<file path="src/rtl/seg7_multi_digit_driver.sv">
// Multi-digit seven-segment driver: hex or sequential double-dabble decimal,
// with leading-zero blanking and overflow dashes.
module seg7_multi_digit_driver #(
    parameter int WIDTH      = 16,
    parameter int NUM_DIGITS = 5
) (
    input  logic                    clk,
    input  logic                    reset_n,
    input  logic                    in_valid,
    output logic                    in_ready,
    input  logic [WIDTH-1:0]        in_value,
    input  logic                    in_hex,
    input  logic                    blank_lz,
    output logic [7*NUM_DIGITS-1:0] seg_out,
    output logic                    out_valid,
    output logic                    overflow
);
    localparam int BW = 4 * NUM_DIGITS;
    localparam int PW = (WIDTH > BW) ? WIDTH : BW;
    localparam int CW = $clog2(WIDTH + 1);
    localparam logic [6:0] SEG_DASH  = 7'b0111111;
    localparam logic [6:0] SEG_BLANK = 7'b1111111;

    if (WIDTH < 1 || WIDTH > 32) begin : g_bad_width
        $error("WIDTH out of range 1..32");
    end
    if (NUM_DIGITS < 1 || NUM_DIGITS > 8) begin : g_bad_digits
        $error("NUM_DIGITS out of range 1..8");
    end

    typedef enum logic [1:0] {
        IDLE,
        CONVERT,
        UPDATE
    } state_t;

    state_t state;
    state_t state_next;

    logic [WIDTH-1:0]        bin;
    logic [BW-1:0]           bcd;
    logic [CW-1:0]           cnt;
    logic                    hex_mode;
    logic                    blank_mode;
    logic                    dec_ovf;
    logic                    latched;
    logic [7*NUM_DIGITS-1:0] seg_pend;
    logic                    ovf_pend;
    logic                    take;

    assign in_ready = (state == IDLE);
    assign take     = in_valid && in_ready;

    function automatic logic [6:0] enc(input logic [3:0] d);
        logic [6:0] s;
        s = SEG_BLANK;
        unique case (d)
            4'h0: s = 7'b1000000;
            4'h1: s = 7'b1111001;
            4'h2: s = 7'b0100100;
            4'h3: s = 7'b0110000;
            4'h4: s = 7'b0011001;
            4'h5: s = 7'b0010010;
            4'h6: s = 7'b0000010;
            4'h7: s = 7'b1111000;
            4'h8: s = 7'b0000000;
            4'h9: s = 7'b0010000;
            4'hA: s = 7'b0001000;
            4'hB: s = 7'b0000011;
            4'hC: s = 7'b1000110;
            4'hD: s = 7'b0100001;
            4'hE: s = 7'b0000110;
            4'hF: s = 7'b0001110;
        endcase
        return s;
    endfunction

    // One double-dabble iteration: add-3 correction then shift {bcd, bin} left.
    logic [BW-1:0]    bcd_adj;
    logic [BW-1:0]    bcd_sh;
    logic [WIDTH-1:0] bin_sh;
    logic             shout;

    always_comb begin
        bcd_adj = bcd;
        for (int i = 0; i < NUM_DIGITS; i++) begin
            if (bcd[4*i +: 4] >= 4'd5)
                bcd_adj[4*i +: 4] = bcd[4*i +: 4] + 4'd3;
        end
        {shout, bcd_sh, bin_sh} = {bcd_adj, bin, 1'b0};
    end

    logic [PW-1:0] padded;
    logic          hex_ovf;
    logic [BW-1:0] digits;
    logic          ovf_now;

    always_comb begin
        padded  = PW'(bin);
        hex_ovf = |(padded >> BW);
        digits  = hex_mode ? padded[BW-1:0] : bcd;
        ovf_now = hex_mode ? hex_ovf : dec_ovf;
    end

    // Scan from the top digit down; 'lit' goes high at the first nonzero digit.
    logic                    lit;
    logic [7*NUM_DIGITS-1:0] seg_calc;

    always_comb begin
        seg_calc = '1;
        lit      = 1'b0;
        for (int i = NUM_DIGITS - 1; i >= 0; i--) begin
            lit = lit | (digits[4*i +: 4] != 4'd0) | (i == 0);
            if (ovf_now)
                seg_calc[7*i +: 7] = SEG_DASH;
            else if (blank_mode && !lit)
                seg_calc[7*i +: 7] = SEG_BLANK;
            else
                seg_calc[7*i +: 7] = enc(digits[4*i +: 4]);
        end
    end

    always_ff @(posedge clk or negedge reset_n) begin
        if (!reset_n)
            state <= IDLE;
        else
            state <= state_next;
    end

    always_comb begin
        state_next = state;
        unique case (state)
            IDLE:    if (take) state_next = in_hex ? UPDATE : CONVERT;
            CONVERT: if (cnt == CW'(1)) state_next = UPDATE;
            UPDATE:  if (latched) state_next = IDLE;
            default: state_next = IDLE;
        endcase
    end

    // UPDATE spends one cycle registering the decoded digits, then publishes.
    always_ff @(posedge clk or negedge reset_n) begin
        if (!reset_n) begin
            bin        <= '0;
            bcd        <= '0;
            cnt        <= '0;
            hex_mode   <= 1'b0;
            blank_mode <= 1'b0;
            dec_ovf    <= 1'b0;
            latched    <= 1'b0;
            seg_pend   <= '1;
            ovf_pend   <= 1'b0;
            seg_out    <= '1;
            overflow   <= 1'b0;
            out_valid  <= 1'b0;
        end else begin
            out_valid <= 1'b0;
            unique case (state)
                IDLE: begin
                    if (take) begin
                        bin        <= in_value;
                        hex_mode   <= in_hex;
                        blank_mode <= blank_lz;
                        bcd        <= '0;
                        cnt        <= CW'(WIDTH);
                        dec_ovf    <= 1'b0;
                        latched    <= 1'b0;
                    end
                end
                CONVERT: begin
                    bcd     <= bcd_sh;
                    bin     <= bin_sh;
                    cnt     <= cnt - CW'(1);
                    dec_ovf <= dec_ovf | shout;
                end
                UPDATE: begin
                    if (!latched) begin
                        seg_pend <= seg_calc;
                        ovf_pend <= ovf_now;
                        latched  <= 1'b1;
                    end else begin
                        seg_out   <= seg_pend;
                        overflow  <= ovf_pend;
                        out_valid <= 1'b1;
                        latched   <= 1'b0;
                    end
                end
                default: ;
            endcase
        end
    end
endmodule

</file>
<file path="config.mk">
export PLATFORM = sky130hd
export DESIGN_NAME = seg7_multi_digit_driver
export DESIGN_NICKNAME = d
export VERILOG_FILES = /design/src/rtl/seg7_multi_digit_driver.sv
export SDC_FILE = /design/constraint.sdc
export NUM_CORES = 1
export LEC_CHECK = 0
export CAP_MARGIN = 20
export CORE_UTILIZATION = 55
export CTS_CLUSTER_DIAMETER = 200
export DETAILED_ROUTE_END_ITERATION = 6
export PLACE_DENSITY = 0.72
export SYNTH_ARGS = -nofsm -noshare
export SYNTH_HDL_FRONTEND = slang
export SYNTH_SLANG_ARGS = --single-unit
</file>
<file path="constraint.sdc">
create_clock -name clk -period 5.8 [get_ports clk]
set_input_delay 1.74 -clock clk [delete_from_list [all_inputs] [get_ports clk]]
set_output_delay 1.74 -clock clk [all_outputs]
set_load 0.02 [all_outputs]
</file>
## After elaboration in Yosys (flattened, before gate mapping)

Memories as Yosys holds them, arrays and structs flattened.
Cells that the tools add are included.

| storage, ports and cells | value |
|---|---|
| flip-flop bits (word level) | 120 |
| ROM bits | 560 |
| bits of input ports | 21 |
| output and inout bits | 38 |
| logic and storage cells | 95 |
| memories kept | 5 |

| operators by class | value |
|---|---|
| add/subtract/negate cells | 6 |
| order comparisons | 5 |
| equality and inequality tests | 6 |
| mux-type cells | 33 |
| bitwise operators | 5 |
| reductions and logical operators | 22 |

Memory list:

| memory | words | bits a word | rd ports | clocked after memory_dff | write ports | line | text |
|---|---|---|---|---|---|---|---|
| (name not given) | 16 | 7 | 1 | 0 | 0 | 57 | `unique case (d)` |
| (name not given) | 16 | 7 | 1 | 0 | 0 | 57 |  |
| (name not given) | 16 | 7 | 1 | 0 | 0 | 57 |  |
| (name not given) | 16 | 7 | 1 | 0 | 0 | 57 |  |
| (name not given) | 16 | 7 | 1 | 0 | 0 | 57 |  |

Operators by type and width:

| cell | count |
|---|---|
| 7-bit two-way mux | 9 |
| 20-bit two-way mux | 2 |
| 20-bit one-hot mux with 2 select lines | 1 |
| 16-bit one-hot mux with 2 select lines | 1 |
| 4-bit by 2-bit adder with 4-bit output, second input constant | 5 |
| 4-bit by 3-bit greater-or-equal comparator with 1-bit output, second input constant | 5 |
| 4-bit two-way mux | 5 |
| 16-bit two-way mux | 1 |
| 4-bit nonzero test | 4 |
| 5-bit one-hot mux with 2 select lines | 1 |
| 2-bit AND reduction | 5 |
| 2-bit two-way mux | 4 |
| 2-bit one-hot mux with 3 select lines | 1 |
| 5-bit by 1-bit == test with 1-bit output, second input constant | 1 |
| 1-bit logical AND | 5 |
| 1-bit two-way mux | 5 |
| 5-bit two-way mux | 1 |
| 5-bit by 1-bit subtractor with 5-bit output, second input constant | 1 |
| 1-bit zero test | 4 |
| 2-bit != test, second input constant | 2 |
| 1-bit OR | 4 |
| 1-bit one-hot mux with 2 select lines | 2 |
| 2-bit nonzero test | 2 |
| 3-bit AND reduction | 1 |
| other kinds (5) | 5 |

## Depth between registers and ports, before layout

Gate-level depths: netlist of run 1.

| depth | value |
|---|---|
| depth in word-level cells | 9 |
| mapped depth | 11 |
| depth with buffers taken out | 7 |

## Least setup slack after synthesis of run 1

Ideal clock, no wire load.

| path | value |
|---|---|
| kind | flip-flop to output port |
| start point | register state[1] |
| end point | output in_ready |
| arrival time | 1.103 ns |
| required time | 4.060 ns |
| path slack | 2.957 ns |
| stages on the path, launching flop included | 4 |
| path buffers | 2 |
| cell sequence | dfrtp_1 -> clkbuf_1 -> clkbuf_1 -> nor2_1 |

| between the ends | value |
|---|---|
| cells in the longest elaborated chain, start to end | 1 |

RTL lines:

| what | line | text |
|---|---|---|
| from (decl) | 37 | `state_t state;` |
| from (signal assigned) | 127 | `state <= state_next;` |
| 2-bit zero test | 51 | `assign in_ready = (state == IDLE);` |
| to (decl) | 10 | `output logic in_ready,` |

No other way between the ends.

## Final worst setup path of run 1

| path | value |
|---|---|
| start point | input in_valid |
| end point | register dec_ovf |

| between the ends | value |
|---|---|
| cells in the longest elaborated chain, start to end | 3 |

RTL lines:

| what | line | text |
|---|---|---|
| from (decl) | 9 | `input logic in_valid,` |
| 1-bit logical AND | 52 | `assign take = in_valid && in_ready;` |
| 2-bit by 1-bit != test with 1-bit output (no line) | n/a |  |
| 2-bit AND reduction (no line) | n/a |  |
| to (signal assigned) | 173 | `dec_ovf <= dec_ovf \| shout;` |
| to (decl) | 45 | `logic dec_ovf;` |

No other way between the ends.
A chain may end at the register's enable or synchronous reset.

==> qor.yml, run 1 <==
die_area_mm2: 0.0130
critical_path_required_ns: 6.07
clk_pin_slew_ns: 0.05
n_antenna_cell: 0
hold_start: "seg_pend[18]"
postCtsSetupBuffers: 0
place_area_mm2: 0.00756
setup-tns-final_ns: 0
syn-cell-area_mm2: 0.00691
wire_per_inst_um: 16.1
rows: 40
setup_viol: 0
clock_path_buffers: 2
hold_path_class: "flip-flop to flip-flop"
coreArea_mm2: 0.0121
layout-drive-gt1-share_pct: 19.8
synth_flop_cell: "dfstp_2"
reg2reg_from: "hex_mode"
wl_um: 15000
fin_skew_ns: 0.00572
cts_made_buffers: 17
holdBufCountCts: 0
worst_ir_drop_vdd_v: 0.000274
vias: 5283
clk_latency_ns: 0.42
drc: 0
die_w_um: 114
synthCells: 699
cts_sinks: 120
initial_utilization_pct: 57.0
max_freq_mhz: 286
rsz0062_at_grt: "no"
critPathLaunchType: "primary input"
htreeDepth: 4
areaGrowthSynthToFinish_pct: 18.9
final_util_pct: 67.8
viasPerCell: 5.69
max_slew_margin_pct: 29.4
ys_ff_latch: 120
gp_congestion: 0.793
hold_violations: 0
hold_path_end: "seg_out[18]"
cts_tree: "yes"
whs_path_depth: 2
stdcell_area_mm2: 0.00821
p_per_area_mw_per_mm2: 572
track_usage_pct: 24.9
grt_max_degree: 89
hpwl_um: 10200
cts_root_buf: "clkbuf_16"
total_power_mw: 4.70
cp_slowest_stage_delay_ns: 0.81
final_common_cell: "nand2_1"
overflow: 0
r2r-end: "seg_pend[3]"
drv_cap: 0
dp_worst_setup_slack_ns: 1.85
end_kind: "flip-flop"
drtIter0Drc: 402
yosys_warnings: 0
ant_nets: 0
synth-edff-count: 0
place_inst: 896
finalCriticalPeriod_ns: 3.50
cts_resized: 0
r2r_slack_ns: 2.79
hold_ws_ns: 0.448
crit_path_top_delay_cell: "clkdlybuf4s50_1"
grt_pass1_wl_um: 25200
cp_max_fo: 17
synth_nets: 762
die_y_um: 114
async_reset_ff_share_pct: 100
antenna_found_initial: 0
yosysUniqueCellTypes: 68
nets: 811
drt_pass1_iterations: 5
r2r_cells: 6
crit_type: "primary input to flip-flop"
ys_seq_area_share_pct: 44.7
stdcell_count: 929
tightest_slew_ns: 1.03
status: "completed"
ios: 59
nFillCells: 984
final_cell_mix: "145 x nand2_1, 70 x dfstp_2, 57 x clkdlybuf4s50_1"
fin_ws_ns: 2.30
p_leak_nw: 3.52
arrival_ns: 3.77
cp_cell_sequence: "clkdlybuf4s50_1 > nor2b_1 > nand2b_1 > nand2_1 > o31ai_1"
io_buffer_count: 58
grt_pass1_vias: 5050
fin_crit_sh_pct: 60.3
finalMaxSlewViolations: 0
avgSynthCellArea_um2: 9.88
cell families after synthesis:
kind of cell,count (synthesis),synth area share [%]
multiplexers,43,7.79
flip-flops,120,44.7
AO/OA/AOI/OAI,169,17.1
buffers and inverters,66,4.53
XOR/XNOR,14,1.78
AND/OR/NAND/NOR,245,16.5
adder cells (fa/ha/maj),42,7.61
final cells by class:
| class | count | area [um2] | share of cell area [%] |
|---|---|---|---|
| multi-input combinational | 513 | 3510 | 42.7 |
| sequential | 120 | 3090 | 37.6 |
| timing repair buffer | 67 | 666 | 8.10 |
| clock buffer | 27 | 577 | 7.02 |
| tap | 168 | 210 | 2.56 |
| inverter | 29 | 109 | 1.33 |
| clock inverter | 5 | 50.0 | 0.609 |
report_power, final:
| part | internal [mW] | total [mW] | switching [mW] |
|---|---|---|---|
| sequential | 1.34 | 1.61 | 0.264 |
| combinational | 0.894 | 2.02 | 1.12 |
| clock | 0.720 | 1.08 | 0.358 |
| total | 2.96 | 4.70 | 1.74 |
cells in the mapped netlist (all sizes together) (4+ instances only):
master,count,area (um2)
xor2,7,61.3
nor2,28,113
nor3,8,45.0
or2,4,25.0
dfstp,70,1840
mux2,15,176
clkbuf,20,75.1
nand2,146,551
o32ai,7,61.3
buf,17,129
a32o,5,50.1
a31oi,7,43.8
o22ai,11,68.8
nand2b,13,83.8
a21oi,32,164
mux2i,25,294
o22a,14,123
nor2b,21,131
o31ai,7,52.6
o211ai,5,37.5
o32a,6,60.1
o21ai,37,185
xnor2,7,61.3
nor3b,5,42.5
dfrtp,50,1250
ha,42,526
a22oi,16,120
inv,29,109
nand3,7,35.0
routing by layer:
metal  vias up  part of all wire (%)  global-route usage (%)  wire [um]
li1       2555                     -                       -          -
met2       129                    46                    37.9       6860
met1      2582                    49                    35.2       7280
met3        17                   4.3                    5.51        638
met5         -                     0                       0          0
met4         0                   1.2                    8.74        180
critical path, delay by kind of cell:
kind / cells / cell delay (ns)
simple gates: 3 / 1.15
compound gates: 1 / 0.07
buf+inv: 1 / 0.81
flip-flops by register name (all words and copies together), names as in the netlist:
signal	flops
overflow	1
seg_out	35
latched	1
ovf_pend	1
blank_mode	1
hex_mode	1
dec_ovf	1
bin	16
bcd	20
cnt	5
out_valid	1
seg_pend	35
state	2
worst max-delay path by stage:
stage | from | to | slack [ns] | depth (start not counted)
3_3_place_gp | in_valid | dec_ovf | 1.96 | 5
4_1_cts | in_valid | dec_ovf | 2.31 | 5
3_5_place_dp | in_valid | dec_ovf | 1.85 | 5
2_1_floorplan | state[1] | in_ready | 2.96 | 3
6_report | in_valid | dec_ovf | 2.30 | 5
5_1_grt | in_valid | dec_ovf | 2.11 | 5
No activity file was read; power rests on OpenSTA's default activity.
==> run 2: changes to the inputs <==
--- a/config.mk
+++ b/config.mk
@@ -6,10 +6,10 @@
 export NUM_CORES = 1
 export LEC_CHECK = 0
 export CAP_MARGIN = 20
-export CORE_UTILIZATION = 55
+export CORE_UTILIZATION = 53
 export CTS_CLUSTER_DIAMETER = 200
 export DETAILED_ROUTE_END_ITERATION = 6
-export PLACE_DENSITY = 0.72
+export PLACE_DENSITY = 0.73
 export SYNTH_ARGS = -nofsm -noshare
 export SYNTH_HDL_FRONTEND = slang
 export SYNTH_SLANG_ARGS = --single-unit
==> constraint.sdc (replaced) <==
create_clock -name clk -period 3 [get_ports clk]
set_input_delay 0.9 -clock clk [delete_from_list [all_inputs] [get_ports clk]]
set_output_delay 0.9 -clock clk [all_outputs]
set_load 0.02 [all_outputs]
==> run 2 against run 1 <==
Net effect:
- core utilization decreased by 2.6 points
- first-iteration DRC count decreased by 1.5%
- register-to-register slack worse by 2.3 ns
- power up 94%
- cell area up 0.66%
- worst setup slack got worse by 1.9 ns
- die area grew 3.7%
- sequential power is 93% higher
- critical endpoint is now in_ready
- largest power group unchanged
- highest routed layer unchanged
==> qor.yml, run 2 (synthesized netlist as in run 1, its figures left out) <==
max_slew_margin_pct: 35.8  # was 29.4%
grt_pass1_vias: 5228  # was 5,050
hpwl_um: 10800  # was 10,200 um
internal_power_mw: 5.73  # was 2.96 mW
finalCriticalPeriod_ns: 2.56
postCtsSetupBuffers: 0  # unchanged
die_y_um: 116  # was 114 um
multi_input_area_mm2: 0.00351  # unchanged
arrival_ns: 1.66  # was 3.77 ns
p_leak_nw: 3.54  # was 3.52 nW
hold_violations: 0  # unchanged
cts_sinks: 120  # unchanged
clk_latency_ns: 0.42  # about the same
cp_max_fo: 3  # was 17
setup_viol: 0  # unchanged
reg_top3: "seg_out x35, seg_pend x35, bcd x20"  # unchanged
clock_path_buffers: 2  # unchanged
track_usage_pct: 24.9  # about the same
holdBufCountCts: 0  # unchanged
grt_max_degree: 45  # was 89
ios: 59  # unchanged
fin_crit_sh_pct: 85.4
wl_um: 15400  # was 15,000 um
initial_utilization_pct: 54.5  # was 57.0%
cts_made_buffers: 17  # unchanged
overflow: 0  # unchanged
fin_skew_ns: 0.00622  # was 0.00572 ns
worst_ir_drop_vdd_v: 0.000554  # was 0.000274 V
coreArea_mm2: 0.0127  # was 0.0121 mm2
tightest_slew_ns: 0.963  # was 1.03 ns
cts_resized: 0  # unchanged
swShare_pct: 37.3  # was 37.1%
status: "completed"  # unchanged
final_common_cell: "nand2_1"  # unchanged
areaGrowthSynthToFinish_pct: 19.7  # was 18.9%
io_buffer_count: 58  # unchanged
critical_path_required_ns: 2.10  # was 6.07 ns
finalMaxSlewViolations: 0  # unchanged
clkPwrFrac_pct: 22.2  # was 22.9%
seqCellArea_mm2: 0.00309  # unchanged
setup-tns-final_ns: 0  # unchanged
n_antenna_cell: 0  # unchanged
cts_tree: "yes"  # unchanged
htreeDepth: 4  # unchanged
end_kind: "output port"  # was flip-flop
rows: 41  # was 40
p_comb_share_pct: 43.7  # was 42.9%
cts_root_buf: "clkbuf_16"  # unchanged
gp_congestion: 0.891  # was 0.793
ant_nets: 0  # unchanged
max_freq_mhz: 390
nets: 821  # was 811
sequentialPowerShare_pct: 34.1  # was 34.2%
rsz0062_at_grt: "no"  # unchanged
nFillCells: 1035  # was 984
hold_path_class: "flip-flop to flip-flop"  # unchanged
p_per_area_mw_per_mm2: 1110  # was 572 mW/mm2
power_switching_mw: 3.41  # was 1.74 mW
vias: 5376  # was 5,283
clk_pin_slew_ns: 0.05  # about the same
final_cell_mix: "145 x nand2_1, 70 x dfstp_2, 57 x clkdlybuf4s50_1"  # unchanged
final_util_pct: 65.2  # was 67.8%
drt_pass1_iterations: 5  # unchanged
antenna_found_initial: 0  # unchanged
critPathLaunchType: "flip-flop"  # was primary input
grt_pass1_wl_um: 25800  # was 25,200 um
viasPerCell: 5.70  # was 5.69
total_power_mw: 9.14  # was 4.70 mW
drtIter0Drc: 396  # was 402
drc: 0  # unchanged
wire_per_inst_um: 16.3  # was 16.1 um
layout-drive-gt1-share_pct: 20.8  # was 19.8%
die_area_mm2: 0.0135  # was 0.0130 mm2
die_w_um: 116  # was 114 um
drv_cap: 0  # unchanged
crit_type: "flip-flop to output port"  # was primary input to flip-flop
## run 2: changes by cell type in the layout (fill, tap and decap cells not counted)
cell        before  now
buf_4            9   18
buf_12           0    2
clkinv_2         4    3
clkbuf_16       20   17
clkbuf_1         2    3
clkinvlp_4       0    2
bufinv_16        1    2
buf_16           1    0
## run 2: power groups by stage
stage / clock, mW / combinational (mW) / sequential [mW]
detailed placement: 0 / 3.96 / 3.13
global placement: 0 / 3.85 / 3.10
CTS: 2.06 / 3.99 / 3.11
finish: 2.03 / 3.99 / 3.11
global route: 2.13 / 4.40 / 3.20
floorplan: 0 / 2.61 / 3.26
## run 2: final cells by class
type                       instances  area share (%)
inverter                          29            1.32
multi-input combinational        513            42.5
sequential                       120            37.4
clock inverter                     7            1.09
tap                              172            2.60
clock buffer                      25            6.11
timing repair buffer              77            9.02
## run 2: path summary, 6_finish.rpt
check	cells past startpoint	slack (ns)	to	from
setup / recovery	2	0.44	in_ready	state[1]
hold reg to reg	2	0.45	seg_out[0]	seg_pend[0]
hold / removal	2	0.45	seg_out[0]	seg_pend[0]
setup reg to reg	6	0.45	seg_pend[10]	hex_mode
max in group asynchronous	2	1.77	bin[10]	reset_n
min in group asynchronous	1	0.49	out_valid	reset_n
## run 2: metrics by stage
stage / setup slack [ns] / area (um2) / hold slack [ns] / instances
after global routing: 0.266 / 8270 / 0.464 / 943
after detailed placement: 0.490 / 7670 / 0.444 / 911
after global placement: 0.584 / 7670 / 0.442 / 911
after floorplan: 0.736 / 6910 / 0.432 / 699
final: 0.439 / 8270 / 0.452 / 943
after CTS: 0.418 / 8270 / 0.454 / 943
## run 2: metal layers
layer | global-route usage, % | up-vias | part of all wire (%)
met3 | 4.41 | 34 | 5.4
met2 | 38.5 | 160 | 47
li1 | - | 2582 | -
met5 | 0 | - | 0
met1 | 34.5 | 2600 | 46
met4 | 10.9 | 0 | 2.3
## run 2: worst max-delay path: stages, from the launching register on
cell             delay (ns)
dfrtp_1                0.39
nor2_1                 0.21
clkdlybuf4s50_1        0.65
